===== config.mk =====
export PLATFORM = sky130hd
export DESIGN_NAME = time_base
export DESIGN_NICKNAME = d
export VERILOG_FILES = /design/src/rtl/time_base.sv
export SDC_FILE = /design/constraint.sdc
export NUM_CORES = 1
export LEC_CHECK = 0
export BUFFER_PORTS_ARGS = -buffer_cell sky130_fd_sc_hd__buf_2
export CORE_ASPECT_RATIO = 0.8
export CORE_UTILIZATION = 49
export CTS_CLUSTER_DIAMETER = 120
export DETAILED_ROUTE_END_ITERATION = 7
export GPL_TIMING_DRIVEN = 1
export PLACE_DENSITY = 0.76
export SLEW_MARGIN = 10
export SYNTH_ARGS = -nofsm -noshare
export SYNTH_HDL_FRONTEND = slang
export SYNTH_SLANG_ARGS = --single-unit

===== constraint.sdc =====
create_clock -name clk -period 2.31 [get_ports clk]
set_clock_uncertainty 0.1 [all_clocks]
set_input_delay 0.3465 -clock clk [delete_from_list [all_inputs] [get_ports clk]]
set_output_delay 0.3465 -clock clk [all_outputs]
set_load 0.02 [all_outputs]

===== src/rtl/time_base.sv =====
// Shared timing strobes for the tracking channel array: synchronised sample
// enable, programmable tic epoch and accumulation-interrupt epoch with handshake.
module time_base #(
    parameter logic [23:0] TIC_DIV_RST   = 24'd49999,
    parameter logic [23:0] ACCUM_DIV_RST = 24'd8749
) (
    input  logic        clk,
    input  logic        rstn,
    input  logic        sample_clk,
    input  logic [23:0] tic_divide_in,
    input  logic        tic_divide_wr,
    input  logic [23:0] accum_divide_in,
    input  logic        accum_divide_wr,
    input  logic        int_clear,
    output logic        accum_sample_enable,
    output logic        pre_tic_enable,
    output logic        tic_enable,
    output logic        accum_enable,
    output logic        accum_int,
    output logic        overrun,
    output logic [23:0] tic_count,
    output logic [23:0] accum_count
);

    logic [23:0] tic_divide;
    logic [23:0] accum_divide;
    logic        sample_sync1;
    logic        sample_sync2;
    logic        sample_hist;
    logic        accum_terminal;

    assign pre_tic_enable = (tic_count == 24'd0);
    assign accum_terminal = (accum_count == 24'd0);

    // sample_clk is asynchronous: two flops for metastability, a third for edge history
    always_ff @(posedge clk or negedge rstn) begin
        if (!rstn) begin
            sample_sync1        <= 1'b0;
            sample_sync2        <= 1'b0;
            sample_hist         <= 1'b0;
            accum_sample_enable <= 1'b0;
        end else begin
            sample_sync1        <= sample_clk;
            sample_sync2        <= sample_sync1;
            sample_hist         <= sample_sync2;
            accum_sample_enable <= sample_sync2 & ~sample_hist;
        end
    end

    // Divide registers only feed the reload, so a write never disturbs the running count
    always_ff @(posedge clk or negedge rstn) begin
        if (!rstn) begin
            tic_divide   <= TIC_DIV_RST;
            accum_divide <= ACCUM_DIV_RST;
        end else begin
            if (tic_divide_wr) begin
                tic_divide <= tic_divide_in;
            end
            if (accum_divide_wr) begin
                accum_divide <= accum_divide_in;
            end
        end
    end

    always_ff @(posedge clk or negedge rstn) begin
        if (!rstn) begin
            tic_count  <= TIC_DIV_RST;
            tic_enable <= 1'b0;
        end else begin
            tic_enable <= pre_tic_enable;
            if (pre_tic_enable) begin
                tic_count <= tic_divide;
            end else begin
                tic_count <= tic_count - 24'd1;
            end
        end
    end

    always_ff @(posedge clk or negedge rstn) begin
        if (!rstn) begin
            accum_count  <= ACCUM_DIV_RST;
            accum_enable <= 1'b0;
        end else begin
            accum_enable <= accum_terminal;
            if (accum_terminal) begin
                accum_count <= accum_divide;
            end else begin
                accum_count <= accum_count - 24'd1;
            end
        end
    end

    // A clear coinciding with a new epoch drops the stale overrun but keeps the new interrupt
    always_ff @(posedge clk or negedge rstn) begin
        if (!rstn) begin
            accum_int <= 1'b0;
            overrun   <= 1'b0;
        end else if (int_clear) begin
            accum_int <= accum_enable;
            overrun   <= 1'b0;
        end else if (accum_enable) begin
            accum_int <= 1'b1;
            if (accum_int) begin
                overrun <= 1'b1;
            end
        end
    end

endmodule

==> reports/qor.txt <==
Top sig layer - met4
CTS tree - done
Syn Area/Cell - 11.7 sq um
FFs w/ async S/R, synth - 100%
Hold Crit Depth - 2
Post-DR wirelength/cell - 16.0 microns
Max Root-Sink Buffers - 2
Final Max Tran Viols - 0
Antenna cells - 0
Netlist cell types - 47
Sequential area share after synthesis - 54.7%
Final setup violating endpoints - 7
Worst setup EP type - output pin
Net Sw Power - 2380 uW
Via-to-Cell Ratio - 5.38
Drt total wl - 10900 microns
CTS buffer count - 9
GRT overflow - 0
Syn Nets - 469
Met2 WL - 5070 microns
M1 WL - 5130 microns
Slew margin rel. - 60.9%
Worst R2R End - tic_count[10]
Non-filler cells, final - 678
Clk_lat worst skew - 340 ps
Violated checks - setup timing
Pwr dens - 1090 nW/um^2
Clock-pin transition on the worst setup and hold timing paths - 60 ps
Min-Delay Path Class - input pin to flop
Final hold violations - 0
R2r setup slk - -260 ps
CTS Sinks - 104
Worst r2r src - tic_count[16]
Max frequency - 379 MHz
Min-Delay Startpoint - int_clear
# IOs - 108
Share of power burned in registers - 42.5%
Max VDD drop - 0.000572 V
Clock root buffer master - clkbuf_16
Hold endpoint - overrun
Post-synth EDFFs - 0
P_leak - 0.00273 uW
Clock group share of total power - 23.0%
Largest net degree at the start of global routing - 105
Post-DP HPWL - 7580 microns
Outcome - finished, violations left
Die Span Y - 90.8 microns
Total core area - 9610 sq um
Worst-Margin Slew - 586 ps
WP data arrival - 2190 ps
Buffers on Ports - 107
Area growth, synth to finish - 26.7%
CP Launch Type - flop
Iter 0 DRT Violations - 172
Final worst path period share - 114%
Fin Setup TNS - -854 ps
Max FO, Critical Path - 4
Switching Share - 35.8%
Via count - 3651
Final ANT Viol Nets - 0
Critical path required time - 1860 ps
Comb power frac - 34.5%
Setup slack after layout - -325 ps
Internal power - 4280 uW
Post-synth top flop - dfrtp_1
FF+latch count, synth - 104
Wire length on met3 - 538 microns
Max_cap viols - 0
Final Wtd Congestion - 0.813
Ys Warns - 0
Layout cells sized above 1 - 50.1%
Initial antenna violation count - 0
First-pass GRT wire length - 18000 microns
Rows - 32
Overall routing resource usage - 22.3%
Die ar. - 10300 sq um
Initial core utilization - 50.2%
RSZ-0062 raised after global routing - true
Final nets - 612
CP Class - flop to output pin
Mapped Cells - 411
Mapped Area - 4830 sq um
DRC - 0
First-pass DRT Iterations - 5
Post-layout util - 63.7%
H-tree levels - 3
Die span in x - 113 microns
Vias in the first global route - 3692
Worst R2R Path Depth - 7
Period minus WS final - 2640 ps
Placed insts - 657
==> worst max-delay path by stage <==
| stage | slack, ps | start | to | cells after the start |
|---|---|---|---|---|
| 2_1_floorplan | -160 | tic_count[17] | pre_tic_enable | 6 |
| 3_3_place_gp | -120 | tic_count[17] | tic_count[10] | 5 |
| 3_5_place_dp | -140 | tic_count[17] | tic_count[10] | 5 |
| 4_1_cts | -380 | tic_count[16] | pre_tic_enable | 5 |
| 5_1_grt | -380 | tic_count[16] | pre_tic_enable | 5 |
| 6_report | -330 | tic_count[16] | pre_tic_enable | 5 |
==> cell usage in the layout (no fill, tap or decap), drive strengths merged <==
master / count
buf: 146
dfrtp: 74
mux2: 49
nor2: 43
dfstp: 30
nand2: 28
a21oi: 26
xnor2: 21
o21ai: 19
xor2: 15
nor3: 14
clkbuf: 13
nor4: 12
nand3: 7
inv: 6
or3: 6
or4: 6
nand4: 5
o31ai: 4
ha: 4
or2: 3
clkinv: 3
nor4b: 2
o41ai: 2
a21o: 2
o21a: 2
nand4b: 2
nand3b: 2
dlygate4sd3: 2
or3b: 2
a2111o: 1
nor3b: 1
nand4bb: 1
nor4bb: 1
and3: 1
nor2b: 1
nand2b: 1
o2111ai: 1
bufinv: 1
==> stage by stage <==
| stage | hold WS, ps | area [sq um] | worst slack [ps] | total power [uW] |
|---|---|---|---|---|
| CTS | 63.0 | 6080 | -377 | 6640 |
| finish | 71.5 | 6120 | -325 | 6660 |
| floorplan | -49.1 | 4830 | -163 | 4130 |
| global route | 74.5 | 6120 | -384 | 7000 |
| detailed placement | 235 | 5690 | -140 | 5050 |
| global placement | 232 | 5690 | -119 | 4960 |
==> synthesized netlist by cell type (3+ instances only) <==
cell | instances | share of area [%]
inv_1 | 6 | 0.47
o21ai_2 | 16 | 2.9
or2_2 | 3 | 0.39
or3_1 | 5 | 0.65
xnor2_1 | 21 | 3.8
nand2_1 | 28 | 2.2
xor2_1 | 15 | 2.7
ha_1 | 4 | 1.0
nor2_1 | 42 | 3.3
o31ai_1 | 4 | 0.62
a21oi_1 | 26 | 2.7
nand4_1 | 5 | 0.65
nor3_1 | 14 | 1.5
dfstp_2 | 30 | 16
buf_6 | 3 | 0.70
dfrtp_1 | 74 | 38
clkbuf_1 | 10 | 0.78
mux2_2 | 48 | 11
nor4_1 | 10 | 1.3
nand3_1 | 7 | 0.73
==> final cells by class <==
type	count	area [sq um]
fill	774	3490
sequential	104	2640
multi-input combinational	284	2100
timing repair buffer	148	893
clock buffer	13	260
tap	119	149
clock inverter	3	40.0
inverter	7	38.8
==> critical path, stage by stage, from the launching register on <==
cell      delay, ps
dfrtp_2         400
or4_4           540
or3_4           350
or3_4           380
clkinv_8         70
buf_6           110
==> cell families after synthesis <==
| group | after synthesis | synth area share, % |
|---|---|---|
| mux | 49 | 11.5 |
| xor+xnor | 36 | 6.53 |
| compound gates | 57 | 7.93 |
| flops | 104 | 54.7 |
| buf+inv | 23 | 3.32 |
| fa+ha+maj | 4 | 1.04 |
| simple gates | 138 | 15.0 |
==> metal layers <==
metal  vias up  global-route usage, %
li1       1739                      -
met1      1803                   30.1
met2        96                   36.3
met3        13                   5.03
met4         0                   6.36
met5         -                      0
==> sequential cells by signal, summed over array words and instances, names as in the netlist <==
| name | cells |
|---|---|
| accum_count | 24 |
| accum_divide | 24 |
| accum_enable | 1 |
| accum_int | 1 |
| accum_sample_enable | 1 |
| overrun | 1 |
| sample_hist | 1 |
| sample_sync1 | 1 |
| sample_sync2 | 1 |
| tic_count | 24 |
| tic_divide | 24 |
| tic_enable | 1 |
==> power groups by stage <==
stage                     registers (uW)  logic [uW]  clock network, uW
after floorplan                     3130         995                  0
after global placement              2800        2160                  0
after detailed placement            2820        2230                  0
after CTS                           2810        2270               1570
after global routing                2890        2490               1620
final                               2830        2300               1530
==> what timing repair did <==
item                                    4_1_cts  5_1_grt
hold endpoints to repair                     35        0
gates resized for setup                      10       11
endpoints found under the setup margin       40       38
setup buffers                                 3        2
hold buffers                                  2        0
cloned                                        0        0
pin swaps                                     3        3
Note: power is estimated with default switching activity, not from simulation.
